[src/rtl/arith_pkg.sv]
// Shared types and defaults for the arithmetic op scheduler.
// It holds the operation mode, the FSM states, the default widths and the
// divide-by-zero result pattern.
package arith_pkg;

  localparam int DEF_D1_W        = 10;
  localparam int DEF_D2_W        = 3;
  localparam int DEF_RES_W       = 20;
  localparam int DEF_TIMEOUT_CYC = 64;

  typedef enum logic {
    MODE_DIV  = 1'b0,
    MODE_ROOT = 1'b1
  } mode_e;

  typedef enum logic [1:0] {
    ST_IDLE  = 2'd0,
    ST_ISSUE = 2'd1,
    ST_WAIT  = 2'd2,
    ST_HOLD  = 2'd3
  } state_e;

  // Result reported for a division whose divisor is zero (default result width).
  localparam logic [DEF_RES_W-1:0] DIV0_RESULT = '1;

  // A division with a zero divisor never reaches the engine.
  function automatic logic is_div0(input logic mode, input logic d2_zero);
    return (mode == MODE_DIV) && d2_zero;
  endfunction

endpackage

[src/rtl/rr_arbiter2.sv]
// Two-way round-robin arbiter.
// The pointer records the requester served last. On a tie the other
// requester wins. The pointer moves only when a grant is actually issued.
module rr_arbiter2 (
  input  logic       clk,
  input  logic       rst_n,
  input  logic       en,
  input  logic [1:0] valid,
  output logic [1:0] grant,
  output logic       gnt_id
);

  logic ptr_q;

  // Pick the winner: on a tie the requester not served last, otherwise the only valid one
  always_comb begin
    gnt_id = 1'b0;
    if (valid[0] && valid[1]) gnt_id = ~ptr_q;
    else if (valid[1])        gnt_id = 1'b1;
    grant = {en & valid[1] & gnt_id, en & valid[0] & ~gnt_id};
  end

  // Remember who was served so the next tie goes the other way
  always_ff @(posedge clk or negedge rst_n) begin
    if (!rst_n)                ptr_q <= 1'b0;
    else if (en && (|valid))   ptr_q <= gnt_id;
  end

endmodule

[src/rtl/arith_op_scheduler.sv]
// Shares one iterative division/root engine between two requesters.
// Only one op is in flight at a time. The result is held with its requester
// id until the consumer takes it.
// Optional build macro: ARB_TIMEOUT_EN bounds the WAIT state with an abort
// timer. Without it, WAIT is unbounded and eng_abort stays 0.
//
// state    | meaning
// ---------+-----------------------------------------------------------
// ST_IDLE  | arbitrate, accept one op, latch operands and id
// ST_ISSUE | single-cycle eng_start pulse
// ST_WAIT  | engine running, wait for eng_done (or the timeout)
// ST_HOLD  | out_valid asserted, out_* frozen until out_ready
module arith_op_scheduler
  import arith_pkg::*;
#(
  parameter int D1_W        = DEF_D1_W,
  parameter int D2_W        = DEF_D2_W,
  parameter int RES_W       = DEF_RES_W,
  parameter int TIMEOUT_CYC = DEF_TIMEOUT_CYC
) (
  input  logic             clk,
  input  logic             rst_n,
  input  logic             req0_valid,
  output logic             req0_ready,
  input  logic             req0_mode,
  input  logic [D1_W-1:0]  req0_data_1,
  input  logic [D2_W-1:0]  req0_data_2,
  input  logic             req1_valid,
  output logic             req1_ready,
  input  logic             req1_mode,
  input  logic [D1_W-1:0]  req1_data_1,
  input  logic [D2_W-1:0]  req1_data_2,
  output logic             eng_start,
  output logic             eng_mode,
  output logic [D1_W-1:0]  eng_data_1,
  output logic [D2_W-1:0]  eng_data_2,
  input  logic             eng_done,
  input  logic [RES_W-1:0] eng_result,
  output logic             eng_abort,
  output logic             out_valid,
  input  logic             out_ready,
  output logic             out_id,
  output logic [RES_W-1:0] out_data,
  output logic             out_err,
  output logic             busy
);

  state_e           state_q, state_d;
  logic             arb_en;
  logic [1:0]       grant;
  logic             gnt_id;
  logic             accept;
  logic             sel_mode;
  logic [D1_W-1:0]  sel_d1;
  logic [D2_W-1:0]  sel_d2;
  logic             sel_div0;
  logic             timeout;

  // Gating with rst_n keeps both readies low while reset is held.
  assign arb_en = (state_q == ST_IDLE) && rst_n;

  rr_arbiter2 u_arb (
    .clk    (clk),
    .rst_n  (rst_n),
    .en     (arb_en),
    .valid  ({req1_valid, req0_valid}),
    .grant  (grant),
    .gnt_id (gnt_id)
  );

  assign req0_ready = grant[0];
  assign req1_ready = grant[1];
  assign accept     = |grant;

  assign sel_mode = gnt_id ? req1_mode   : req0_mode;
  assign sel_d1   = gnt_id ? req1_data_1 : req0_data_1;
  assign sel_d2   = gnt_id ? req1_data_2 : req0_data_2;
  assign sel_div0 = is_div0(sel_mode, sel_d2 == '0);

  assign out_valid = (state_q == ST_HOLD);
  assign busy      = (state_q != ST_IDLE);

`ifdef ARB_TIMEOUT_EN
  localparam int CNT_W = $clog2(TIMEOUT_CYC + 1);
  logic [CNT_W-1:0] tmo_cnt_q;

  // Down-counter loaded in ISSUE; reaching zero in WAIT marks the TIMEOUT_CYC-th wait cycle
  always_ff @(posedge clk or negedge rst_n) begin
    if (!rst_n)                                     tmo_cnt_q <= '0;
    else if (state_q == ST_ISSUE)                   tmo_cnt_q <= CNT_W'(TIMEOUT_CYC - 1);
    else if (state_q == ST_WAIT && tmo_cnt_q != '0) tmo_cnt_q <= tmo_cnt_q - 1'b1;
  end

  assign timeout = (state_q == ST_WAIT) && (tmo_cnt_q == '0);
`else
  // No abort timer in this build; WAIT lasts until eng_done.
  assign timeout = (TIMEOUT_CYC < 0);
`endif

  // State register
  always_ff @(posedge clk or negedge rst_n) begin
    if (!rst_n) state_q <= ST_IDLE;
    else        state_q <= state_d;
  end

  // Next state plus the start/abort pulses; eng_done beats a same-cycle timeout
  always_comb begin
    state_d   = state_q;
    eng_start = 1'b0;
    eng_abort = 1'b0;
    case (state_q)
      ST_IDLE: begin
        if (accept) state_d = sel_div0 ? ST_HOLD : ST_ISSUE;
      end
      ST_ISSUE: begin
        eng_start = 1'b1;
        state_d   = ST_WAIT;
      end
      ST_WAIT: begin
        if (eng_done) begin
          state_d = ST_HOLD;
        end else if (timeout) begin
          eng_abort = 1'b1;
          state_d   = ST_HOLD;
        end
      end
      ST_HOLD: begin
        if (out_ready) state_d = ST_IDLE;
      end
      default: state_d = ST_IDLE;
    endcase
  end

  // Operand/id capture on accept and result capture at the end of WAIT
  always_ff @(posedge clk or negedge rst_n) begin
    if (!rst_n) begin
      eng_mode   <= 1'b0;
      eng_data_1 <= '0;
      eng_data_2 <= '0;
      out_id     <= 1'b0;
      out_data   <= '0;
      out_err    <= 1'b0;
    end else if (accept) begin
      eng_mode   <= sel_mode;
      eng_data_1 <= sel_d1;
      eng_data_2 <= sel_d2;
      out_id     <= gnt_id;
      if (sel_div0) begin
        out_data <= {RES_W{1'b1}};
        out_err  <= 1'b1;
      end
    end else if (state_q == ST_WAIT) begin
      if (eng_done) begin
        out_data <= eng_result;
        out_err  <= 1'b0;
      end else if (timeout) begin
        out_data <= '0;
        out_err  <= 1'b1;
      end
    end
  end

endmodule
[config.mk]
export PLATFORM = sky130hd
export DESIGN_NAME = arith_op_scheduler
export DESIGN_NICKNAME = d
export VERILOG_FILES = /design/src/rtl/arith_pkg.sv /design/src/rtl/rr_arbiter2.sv /design/src/rtl/arith_op_scheduler.sv
export SDC_FILE = /design/constraint.sdc
export NUM_CORES = 1
export LEC_CHECK = 0
export CAP_MARGIN = 20
export CORE_MARGIN = 1.5
export CORE_UTILIZATION = 35
export CTS_CLUSTER_SIZE = 14
export DETAILED_ROUTE_END_ITERATION = 10
export GPL_TIMING_DRIVEN = 0
export PLACE_DENSITY = 0.7
export SLEW_MARGIN = 10
export SYNTH_ARGS = -nofsm -noshare
export SYNTH_HDL_FRONTEND = slang
export SYNTH_SLANG_ARGS = --single-unit
[constraint.sdc]
create_clock -name clk -period 1.6 [get_ports clk]
set_input_delay 0.4 -clock clk [delete_from_list [all_inputs] [get_ports clk]]
set_output_delay 0.4 -clock clk [all_outputs]
set_load 0.05 [all_outputs]
==> Word level (Yosys, flattened, before mapping) <==
Cells that the tools add are included.
{ "op_classes": {"n_shift": 0, "n_lt_le_gt_ge": 0, "n_bitwise": 7, "multipliers": 0, "muxes": 19, "eq_ne": 7, "n_addsub": 0, "n_reduce_logical": 13, "n_div": 0} }
{ "op_table": {"columns": ["operator", "count"], "rows": [
  ["$mux W20", 4],
  ["$mux W10", 1],
  ["$mux W1", 8],
  ["$mux W2", 4],
  ["$pmux W2 S4", 1],
  ["$reduce_and A3 Y1", 2],
  ["$reduce_bool A2 Y1", 3],
  ["$and A1 B1 Y1", 4],
  ["$eq A2 B2 Y1 const B", 2],
  ["$logic_and A1 B1 Y1", 4],
  ["$ne A2 B1 Y1 const B", 2],
  ["$ne A2 B2 Y1 const B", 2],
  ["$reduce_or A2 Y1", 2],
  ["$logic_not A3 Y1", 1],
  ["$mux W3", 1],
  ["$not A1 Y1", 3],
  ["$eq A2 B1 Y1 const B", 1],
  ["$logic_not A2 Y1", 1]
]} }
{ "word_totals": {"wordCells": 54, "inputBits": 54, "latch_bits": 0, "rom_bits": 0, "output_inout_bits": 42, "n_memories": 0, "ram_bits": 0, "ff_bits": 39} }

==> Longest topological paths before layout <==
Gate-level depths: netlist (run 1).
{ "logic_depth": {"depth_word": 8, "ltp_mapped": 6, "ltp_nobuf": 5} }

==> By module <==
Synthesis (run 1) repeated with hierarchy kept, for this count alone.
{ "hier_totals": {"hier_cells": 191, "area_unflattened_um2": 1973.1} }
{ "by_module_without_submodules": {"columns": ["mod", "seq_area_each_um2", "instances", "cells_each", "area_each_um2"], "rows": [
  ["arith_op_scheduler", 950.9, 1, 183, 1906.8],
  ["rr_arbiter2", 25.0, 1, 8, 66.3]
]} }

==> Worst setup path before layout (run 1) <==
OpenSTA, ideal clock, no wires.
{ "synth_path": {"path_type": "register -> output", "startpoint": "register state_q[0]", "endpoint": "output req0_ready", "arrival_ns": 1.519, "stages_incl_launch_ff": 5, "setup_slack_ns": -0.319, "path_buffers": 0, "required_time_ns": 1.200, "path_cell_list": "dfrtp_1 inv_1 ha_1 nand3_1 nor2_1"} }
{ "synth_between": {"elab_chain_len": 4} }
{ "synth_rtl": {"columns": ["element", "line_no", "source"], "rows": [
  ["start: declaration", "arith_op_scheduler.sv:48", "state_e state_q, state_d;"],
  ["start signal: assignment", "arith_op_scheduler.sv:103", "else state_q <= state_d;"],
  ["$logic_not A2 Y1", "arith_op_scheduler.sv:60", "assign arb_en = (state_q == ST_IDLE) && rst_n;"],
  ["$logic_and A1 B1 Y1", "arith_op_scheduler.sv:60", null],
  ["$and A1 B1 Y1 (2 in series)", "rr_arbiter2.sv:20", "grant = {en & valid[1] & gnt_id, en & valid[0] & ~gnt_id};"],
  ["end: declaration", "arith_op_scheduler.sv:24", "output logic req0_ready,"]
]} }
Every way passes these cells.

==> Worst setup path in the final report (run 1) <==
{ "layout_path": {"startpoint": "register state_q[1]", "endpoint": "output req0_ready"} }
Same word-level chain as after synthesis.

==> results of run 1 <==
layer usage:
metal  GRT usage  part of all wire  vias up
met5           0                 0        -
met4      0.0414            0.0052        0
met3      0.0341             0.055        4
met2       0.345              0.50       69
met1       0.248              0.44      985
li1            -                 -      947
power groups by stage:
stage          Sequential [mW]  Clock (mW)  Combinational [mW]
4_1_cts                   1.72       0.996                4.13
6_report                  1.75       0.982                4.35
2_1_floorplan             3.22           0                1.31
3_5_place_dp              1.73           0                4.23
3_3_place_gp              1.73           0                4.16
5_1_grt                   1.81        1.05                4.61
synthesized netlist by cell type, types with 3 or more instances:
cell type	number	share of area
clkbuf_1	10	0.018
nand3_1	9	0.022
buf_2	3	0.0072
o21ai_0	22	0.053
nand2_1	16	0.029
mux2i_1	15	0.072
inv_1	3	0.0054
nor3_1	13	0.031
o211ai_2	8	0.048
ha_1	5	0.030
a21oi_1	13	0.031
dfrtp_1	39	0.47
buf_6	4	0.022
o22ai_2	13	0.078
cell type report:
type	count	area, um^2	area share
clock inverters	2	60.1	0.0167
clock buffers	6	72.6	0.0202
inverters	3	11.3	0.00314
flip-flops and latches	39	976	0.272
repair buffers	112	1070	0.299
plain buffers	18	160	0.0446
multi-input cells	134	1150	0.320
well taps	72	90.1	0.0251
kinds of logic (layout without fill, tap and decap cells):
kind of cell	count (synthesis)	in the layout	share of synthesized area
muxes	16	16	0.0831
buffers and inverters	21	141	0.0560
adders and majority gates	5	5	0.0301
and+or+nand+nor	47	47	0.113
other	1	1	0.00180
DFF	39	39	0.470
AOI/OAI and AO/OA	65	65	0.247
worst min path at each step:
stage / from / endpoint / slack (ps)
floorplan: rst_n / eng_data_1[0] / 100
global placement: eng_data_1[2] / eng_data_1[2] / 460
detailed placement: rst_n / eng_data_1[8] / 360
CTS: rst_n / out_err / 50
global route: rst_n / out_err / 50
finish: rst_n / out_err / 50
critical path: cells and delay by family (launching register included):
| kind | cells | cell delay [ps] |
|---|---|---|
| adder cells (fa/ha/maj) | 1 | 180 |
| buffers and inverters | 2 | 250 |
| flip-flops | 1 | 410 |
| AND/OR/NAND/NOR | 2 | 200 |
per-stage QoR:
stage          setup WS, ps  hold slack, ps  area [um^2]
6_report               -131            47.7         3590
5_1_grt                -173            54.7         3590
4_1_cts                -165            54.5         3420
3_5_place_dp          -1120             362         3130
3_3_place_gp          -2550             462         3120
2_1_floorplan          10.7             104         2090
repair_timing:
item | CTS | global route
buffers inserted | 7 | 7
hold buffers | 1 | 0
hold endpoints to repair | 16 | 0
cloned | 1 | 1
endpoints found under the setup margin | 78 | 63
pin swaps | 0 | 1
resized for setup | 110 | 100
flip-flops by register name, indices dropped and copies added, names as in the netlist:
| signal | count |
|---|---|
| eng_data_1 | 10 |
| eng_data_2 | 3 |
| eng_mode | 1 |
| out_data | 20 |
| out_err | 1 |
| out_id | 1 |
| state_q | 2 |
| u_arb.ptr_q | 1 |
==> results.cfg, run 1 <==
[timing]
rsz0062_at_grt = yes
setup-tns-final_ps = -313
setup_viol = 12
setup_ws_ps = -131
finalHoldViolations = 0
relSlewSlack = 0.495
finalCritPeriodShare = 1.08
slew_viol_final = 0
skew_ps = 8.73
period_needed_ps = 1730
worstMarginPinSlew_ps = 756
max_freq_mhz = 578

[final_layout]
post-route-util = 0.640
fin_nets = 372
syn_to_final_growth_pct = 72.8
diodes = 0
finalNonFillerCells = 386
fillCellCount = 469
final_cell_mix = clkdlybuf4s50_1 (49), dfrtp_1 (39), clkdlybuf4s15_1 (20), buf_4 (19), nand2_1 (16)
final_common_cell = clkdlybuf4s50_1
drive_gt1_frac = 0.379

[synth]
synth_cells = 194
yosysSeqAreaShare = 0.470
syn_area_um2 = 2080
syn_area_per_cell_um2 = 10.7
synth_ff_type = dfrtp_1
synth.distinct_cells = 29
syn_nets = 253
synth_warnings = 0
ys_ff_latch = 39
synth_edf_count = 0
synth-async-reset-ratio = 1.00

[setup_path]
slowest_delay_ps = 410
r2r-end = out_data[17]
path_cells = inv_2, ha_4, nand3_4, nor2_4, buf_8
r2r-start = state_q[1]
r2r_cells = 7
slowest_stage = dfrtp_1
criticalPathCategory = reg -> out
startpoint_type = register
r2r_slack_ps = -10
crit_end = req0_ready
cp_data_arrival_time_ps = 1330
path_max_fanout = 5
critPathCaptureType = output port
cp.required_ps = 1200
worstSetupStartpoint = state_q[1]

[placement]
place_inst = 361
dp_hpwl_um = 4320
port_buffers = 94
gp_congestion = 0.744

[routing]
vias = 2005
first_pass_iters = 4
ant_nets = 0
drc = 0
drt-initial-drc-count = 56
wl_per_cell_um = 16.4
drt_wl_total_um = 6320
viasPerCell = 5.19

[pwr]
p_clk_frac = 0.139
p_int_mw = 3.53
switching_share = 0.501
p_sw_mw = 3.55
total_power_mw = 7.09
leakage_nw = 1.55
p_per_area_nw_per_um2 = 1970
p_seq_frac = 0.247
combPwrFrac = 0.614
worst_ir_drop_vdd_mv = 0.979

[floorplanning]
die_area_um2 = 6410
initial_core_util = 0.371
ios = 96
die_h_um = 80.1
die_w_um = 80.1
rows = 27
design.core.area_um2 = 5610

[grt]
antenna_found_initial = 0
grt_overflow = 0
grt_pass1_wl_um = 9750
grt_max_degree = 29
grt_pass1_vias = 2033
track_usage = 0.195

[run_status]
violations = setup timing
outcome = finished with violations

[run]
drv_cap = 0

[clocking]
cts-htree-levels = 2
root_buffer = clkbuf_8
cts_sinks = 39
cts_buffers = 5
cts_tree = yes
clk_latency_ps = 290
clk_pin_slew_ps = 80
clockBufferDepth = 2

[hold_path]
holdCritPathClass = in -> async
(Power assumes the default switching activity.)
==> run 2: changes to the inputs <==
CELL_PAD_IN_SITES_DETAIL_PLACEMENT = 1   (was not set)
CELL_PAD_IN_SITES_GLOBAL_PLACEMENT = 1   (was not set)
CORE_UTILIZATION = 28   (was 35)
GPL_ROUTABILITY_DRIVEN = 0   (was not set)
PLACE_DENSITY = 0.75   (was 0.7)
SKIP_CTS_REPAIR_TIMING = 1   (was not set)
==> run 2 against run 1 <==
  * The run still ends with setup timing left
  * Via count decreased by 2.3%
  * Global-route usage is 2.8 points lower
  * Power fell by 2.5%
  * Count of clock-buffer cells in the layout rose by 1
  * Flip-flop and latch count is the same
  * Die area grew 24%
  * First-iteration DRC count is 39% higher
  * Wire length grew 9.8%
==> results.cfg, run 2 (synthesized netlist as in run 1, its figures left out) <==
[run_status]
outcome = finished with violations
violations = setup timing

[floorplanning]
design.core.area_um2 = 7210
die_area_um2 = 7950
initial_core_util = 0.288
die_h_um = 89.2
ios = 96
rows = 31
die_w_um = 89.2

[timing]
setup_ws_ps = -264
skew_ps = 4.87
finalHoldViolations = 0
worstMarginPinSlew_ps = 555
finalCritPeriodShare = 1.17
period_needed_ps = 1860
setup_viol = 22
relSlewSlack = 0.629
max_freq_mhz = 536
rsz0062_at_grt = yes
hold_ws_ps = 48.3
slew_viol_final = 0

[setup_path]
cp_data_arrival_time_ps = 1460
critPathCaptureType = output port
slowest_stage = dfrtp_1
cp.required_ps = 1200
path_max_fanout = 6
path_buf_inv = 2
cp_top_family = flip-flops
slowest_delay_ps = 410
startpoint_type = register
criticalPathCategory = reg -> out
path_cells = inv_2, ha_4, nand3_2, nor2_4, buf_6

[routing]
drt-initial-drc-count = 78
wl_per_cell_um = 17.0
viasPerCell = 4.79
drc = 0
drt_wl_total_um = 6940
first_pass_iters = 4
ant_nets = 0
vias = 1959

[clocking]
clockBufferDepth = 2
cts_tree = yes
clk_pin_slew_ps = 70
cts_buffers = 5
clk_latency_ps = 280
cts-htree-levels = 2
root_buffer = clkbuf_8
cts_sinks = 39

[final_layout]
syn_to_final_growth_pct = 75.9
diodes = 0
largest_registers = out_data (20), eng_data_1 (10), eng_data_2 (3)
final_cell_mix = clkdlybuf4s50_1 (49), dfrtp_1 (39), dlymetal6s2s_1 (39), nand2_1 (16), o21ai_0 (16)
final_common_cell = clkdlybuf4s50_1
post-route-util = 0.507
fin_nets = 368
fillCellCount = 790
largest_register_ffs = 20
largest_register = out_data
drive_gt1_frac = 0.287

[run]
drv_cap = 0

[grt]
grt_overflow = 0
grt_pass1_vias = 2010
grt_max_degree = 24
antenna_found_initial = 0
grt_pass1_wl_um = 10100
track_usage = 0.167

[hold_path]
holdCritPathClass = in -> async

[placement]
port_buffers = 94
dp_hpwl_um = 4810

[pwr]
total_power_mw = 6.91
p_per_area_nw_per_um2 = 1890
worst_ir_drop_vdd_mv = 0.972
leakage_nw = 1.86
==> run 2: worst paths after layout <==
check | start | cells past startpoint | end | slack (ps)
worst max-delay path | state_q[1] | 5 | req0_ready | -260
worst min-delay path | rst_n | 1 | out_id | 50
worst max register to register | u_arb.ptr_q | 7 | out_data[7] | 40
worst min register to register | eng_data_1[5] | 2 | eng_data_1[5] | 480
max in group asynchronous | rst_n | 2 | out_data[2] | 1130
min in group clk | eng_data_1[5] | 2 | eng_data_1[5] | 480
==> run 2: power breakdown <==
group          switching [mW]  internal (mW)
Combinational            2.89           1.65
Sequential              0.274           1.46
Clock                   0.333          0.306
==> run 2: cell type report <==
cell class | count | area (um^2) | share of cell area
tap | 99 | 124 | 0.0339
timing repair buffer | 108 | 1220 | 0.334
clock buffer | 7 | 76.3 | 0.0209
multi-input combinational | 134 | 1090 | 0.299
inverter | 3 | 11.3 | 0.00308
sequential | 39 | 976 | 0.267
buffer | 18 | 148 | 0.0404
clock inverter | 1 | 5.00 | 0.00137
==> run 2: through the flow <==
| stage | area [um^2] | setup TNS, ps | cells | setup WS [ps] |
|---|---|---|---|---|
| floorplan | 2090 | 0 | 194 | 10.7 |
| global placement | 3150 | -124090 | 387 | -2580 |
| detailed placement | 3170 | -19140 | 388 | -1120 |
| CTS | 3260 | -21610 | 396 | -1120 |
| global route | 3650 | -2140 | 409 | -363 |
| finish | 3650 | -799 | 409 | -264 |
==> run 2: metal layers <==
layer	vias up	part of all wire	global-route usage
met1	956	0.44	0.221
met3	7	0.053	0.0295
met5	-	0	0
met4	0	0.0091	0.0406
met2	64	0.50	0.284
li1	932	-	-
